[src/rtl/itof_pkg.sv]
// Shared iTOF readout definitions: tap count width, packed phase word type,
// and the saturation test used wherever a tap count is captured.
package itof_pkg;

  localparam int CNT_W = 12;
  localparam int OUT_W = 2 * CNT_W;

  typedef logic [OUT_W-1:0] phase_word_t;

  // A tap is saturated when its counter has run to all ones.
  function automatic logic tap_saturated(input logic [CNT_W-1:0] count);
    return count == {CNT_W{1'b1}};
  endfunction

endpackage

[src/rtl/output_buffer_reg.sv]
// Generic WIDTH-bit register with load enable and asynchronous active-high clear.
module output_buffer_reg #(
  parameter int WIDTH = 1
) (
  input  logic             clk,
  input  logic             rst,
  input  logic             en,
  input  logic [WIDTH-1:0] d,
  output logic [WIDTH-1:0] q
);

  always_ff @(posedge clk or posedge rst) begin
    if (rst) begin
      q <= '0;
    end else if (en) begin
      q <= d;
    end
  end

endmodule

[src/rtl/output_buffer.sv]
// Output capture stage of the SPAD iTOF pixel readout: packs tap A / tap B
// counts into one phase word and holds it stable between readout strobes.
module output_buffer
  import itof_pkg::*;
(
  input  logic             clk,
  input  logic             rst,
  input  logic [CNT_W-1:0] memory1,
  input  logic [CNT_W-1:0] memory2,
  input  logic             en,
  output logic [OUT_W-1:0] phase_out,
  output logic             out_valid,
  output logic             sat
);

  // out_valid is a one-cycle qualifier with no ready: it is high exactly in
  // the cycle after an edge that loaded phase_out/sat, and the consumer must
  // take the word then or rely on it being held until the next capture.

  logic        sat_next;
  phase_word_t word_next;
  logic [OUT_W:0] stored;

  assign sat_next  = tap_saturated(memory1) | tap_saturated(memory2);
  assign word_next = {memory1, memory2};

  // sat travels in the same register as the word so the two never disagree.
  output_buffer_reg #(
    .WIDTH(OUT_W + 1)
  ) u_word_reg (
    .clk(clk),
    .rst(rst),
    .en (en),
    .d  ({sat_next, word_next}),
    .q  (stored)
  );

  assign sat       = stored[OUT_W];
  assign phase_out = stored[OUT_W-1:0];

  always_ff @(posedge clk or posedge rst) begin
    if (rst) begin
      out_valid <= 1'b0;
    end else begin
      out_valid <= en;
    end
  end

endmodule

[config.mk]
export PLATFORM = sky130hd
export DESIGN_NAME = output_buffer
export DESIGN_NICKNAME = d
export VERILOG_FILES = /design/src/rtl/itof_pkg.sv /design/src/rtl/output_buffer_reg.sv /design/src/rtl/output_buffer.sv
export SDC_FILE = /design/constraint.sdc
export NUM_CORES = 1
export LEC_CHECK = 0
export CAP_MARGIN = 0
export CORE_UTILIZATION = 41
export DETAILED_ROUTE_END_ITERATION = 8
export PLACE_DENSITY = 0.82
export SLEW_MARGIN = 0
export SYNTH_ARGS = -nofsm -noshare
export SYNTH_HDL_FRONTEND = slang
export SYNTH_SLANG_ARGS = --single-unit
[constraint.sdc]
create_clock -name clk -period 1.4 [get_ports clk]
set_input_delay 0.35 -clock clk [delete_from_list [all_inputs] [get_ports clk]]
set_output_delay 0.35 -clock clk [all_outputs]
set_load 0.03 [all_outputs]
Word level (Yosys, flattened, before mapping)
Index checks and enable logic that the tools add are counted. Widths: inputs -> output; s select.

Flip-flop bits (word level): 26. Bits of input ports: 27. Output and inout port bits: 26. Logic and storage cells: 5.

Equality and inequality tests: 2. Bitwise gates (word level): 1.

Operator list (number): $eq 12x12->1 const B (2); $or 1x1->1 (1).

Longest topological paths before layout
Word-level depth: 2. Depth in mapped cells: 4. Depth with buffers taken out: 3.

Cells and area by module
A second synthesis with hierarchy kept.

Cell total of the unflattened synthesis: 64. Area, all modules: 1117.3 um^2.

Modules (own cells, without submodules): output_buffer_reg (times used 1, cells an instance 54, area each 1037.2 um^2, seq. area each 625.6 um^2); output_buffer (times used 1, cells an instance 10, area each 80.1 um^2, seq. area each 25.0 um^2).

Worst setup path after synthesis
No wires, ideal clock.

Path type: input port to flip-flop. Start: input en. End: register u_word_reg.q[10]. Library setup time: 125 ps. Arrival time: 920 ps. Data required time: 1275 ps. Path slack: 355 ps. Stages: 3. Path buffers: 2. Cell sequence: buf_6 > buf_6 > mux2_2.

RTL lines: start: declaration (line output_buffer.sv:10) `input logic en,`; end signal: assignment (line output_buffer_reg.sv:14) `q <= '0;`; end signal: assignment (line output_buffer_reg.sv:16) `q <= d;`; end: declaration (line output_buffer_reg.sv:9) `output logic [WIDTH-1:0] q`.

No word-level cell between the ends.

Worst setup path in the final report
Start: register u_word_reg.q[17]. End: output phase_out[17].

RTL lines: end: declaration (line output_buffer.sv:11) `output logic [OUT_W-1:0] phase_out,`.

No word-level cell between the ends.

==> results <==
==> cells in the mapped netlist <==
cell	count	area share (%)
a211o_1	1	0.84
inv_1	2	0.72
mux2_2	21	23
nand2_2	1	0.60
nand4_1	5	3.0
dfrtp_1	26	63
o21ai_0	1	0.48
inv_2	1	0.36
nand3_1	1	0.48
nor4_1	1	0.60
nor4_2	1	1.2
buf_6	3	3.3
mux2_4	2	2.9
==> metrics by stage <==
stage          TNS (ns)  total power [mW]
2_1_floorplan         0              1.12
5_1_grt               0              1.90
3_3_place_gp      -3.05              1.37
4_1_cts               0              1.87
6_report              0              1.83
3_5_place_dp      -3.56              1.38
==> timing repair <==
action,in CTS,in global routing
resized for setup,75,26
endpoints found under the setup margin,25,13
pin swaps,0,0
==> path summary, 6_finish.rpt <==
kind / from / endpoint / cells after the start
setup / recovery: u_word_reg.q[17]$_DFFE_PP0P_ / phase_out[17] / 1
hold / removal: rst / u_word_reg.q[8]$_DFFE_PP0P_ / 2
setup reg to reg: u_word_reg.q[24]$_DFFE_PP0P_ / u_word_reg.q[24]$_DFFE_PP0P_ / 1
hold reg to reg: u_word_reg.q[24]$_DFFE_PP0P_ / u_word_reg.q[24]$_DFFE_PP0P_ / 1
max in group asynchronous: rst / u_word_reg.q[22]$_DFFE_PP0P_ / 3
min in group clk: u_word_reg.q[24]$_DFFE_PP0P_ / u_word_reg.q[24]$_DFFE_PP0P_ / 1
==> report_power, final <==
group	internal [mW]	switching [mW]
Combinational	0.216	0.248
Clock	0.289	0.219
Sequential	0.821	0.0344
Total	1.33	0.502
==> layout make-up <==
class / count / area [um^2]
well taps: 28 / 35.0
inverters: 3 / 11.3
clock inverters: 1 / 30.0
multi-input cells: 34 / 342
repair buffers: 56 / 523
fillers: 179 / 683
flip-flops and latches: 26 / 651
clock buffers: 3 / 22.5
==> per-layer routing <==
layer | wire, um | part of all wire (%)
met5 | 0 | 0
met4 | 25 | 1.1
met3 | 143 | 6.2
met2 | 1210 | 52
met1 | 944 | 41
==> flip-flops by register name (all words and copies together), names as in the netlist <==
register      cells
out_valid         1
u_word_reg.q     25
==> kinds of logic after synthesis <==
logic type	Yosys count	share of synthesized area [%]
mux	23	25.7
buf+inv	6	4.34
simple gates	9	5.91
compound gates	2	1.33
flops	26	62.7
==> impl_metrics.ini <==
[status]
outcome = completed

[global_route]
top_usage_layer = met2
met3_usage_pct = 3.48
track_usage_pct = 18.6
use_met2_pct = 32.1
antenna_found_initial = 0
grt_overflow = 0
grt_util_met1_pct = 22.9
grt_max_degree = 25
grt_pass1_wl_um = 3620
grt_pass1_vias = 825

[setup_path]
max_stage_delay_ns = 0.41
cp_slowest_cell = dfrtp_1
critPathArrivalTime_ns = 1.01
cp_cell_sequence = clkdlybuf4s15_2
cp_top_family = flip-flops
crit_buf_inv = 1
r2r_setup_slack_ns = 0.62
crit_required_ns = 1.05
start_kind = flop
cp_max_fo = 2
endpoint_kind = primary output
crit_type = reg -> out

[drt]
drt_iter0_drc = 5
postRouteAntennaNets = 0
via_per_inst = 4.98
vias = 752
wl_per_cell_um = 15.4
drt-total-wl_um = 2320
dr.pass1.iters = 2
remaining_drc_errors = 0

[synthesis]
ys.warnings.count = 0
synth_fp_nets = 93
synthCells = 66
ys_ff_latch = 26
syn_avg_cell_area_um2 = 15.7
synth_area_mm2 = 0.00104
seq_area_frac_synth_pct = 62.7
synth.distinct_cells = 13

[floorplan]
die_y_um = 52.3
io_pins = 53
dieWidth_um = 52.3
die-area_mm2 = 0.00273
row_count = 17
start_util_pct = 45.2
core-area_mm2 = 0.00230

[sta]
hold_viol = 0
max_slew_margin_pct = 84.5
worstMarginPinSlew_ns = 0.230
clock_skew_ns = 0
max_freq_mhz = 733
maxSlewViolCount = 0
period_needed_ns = 1.36
setup_viol = 0
rsz0062_at_grt = no
setup_ws_ns = 0.0365
post-route-period-util_pct = 97.4
timing.hold.ws_ns = 0.209

[clock_tree]
cts_buffer_depth = 2
path_clk_slew_ns = 0.14
htreeDepth = 1
clk-insertion-delay-late_ns = 0.32
cts.sinks = 26
cts_tree = yes
cts_buffers = 3
postCtsSetupRepairBufs = 0
clock_tree.root_cell = clkbuf_4
postCtsHoldBufs = 0

[pwr]
pwr_density_cell_mw_per_mm2 = 1130
leakagePower_nw = 0.712
ir_worst_vdd_mv = 0.704

[placement]
gp_congestion = 0.668
hpwlAfterDp_um = 1780
dp_slack_ns = -0.198
placed_cell_area_mm2 = 0.00161
port_buffers = 52
placedCellCount = 147

[final_layout]
final_nets = 151
stdcell_area_mm2 = 0.00161
layout-drive-gt1-share_pct = 48.8
stdcell_count = 151
final_util_pct = 70.3
antennaDiodeCount = 0
layout_common_cells = clkdlybuf4s50_1 (26), dfrtp_1 (26), mux2_2 (21)
syn_to_final_growth_pct = 55.6

[run]
maxCapViolations = 0

[worst_hold_path]
min_path_type = in -> async
(Power assumes the default switching activity.)
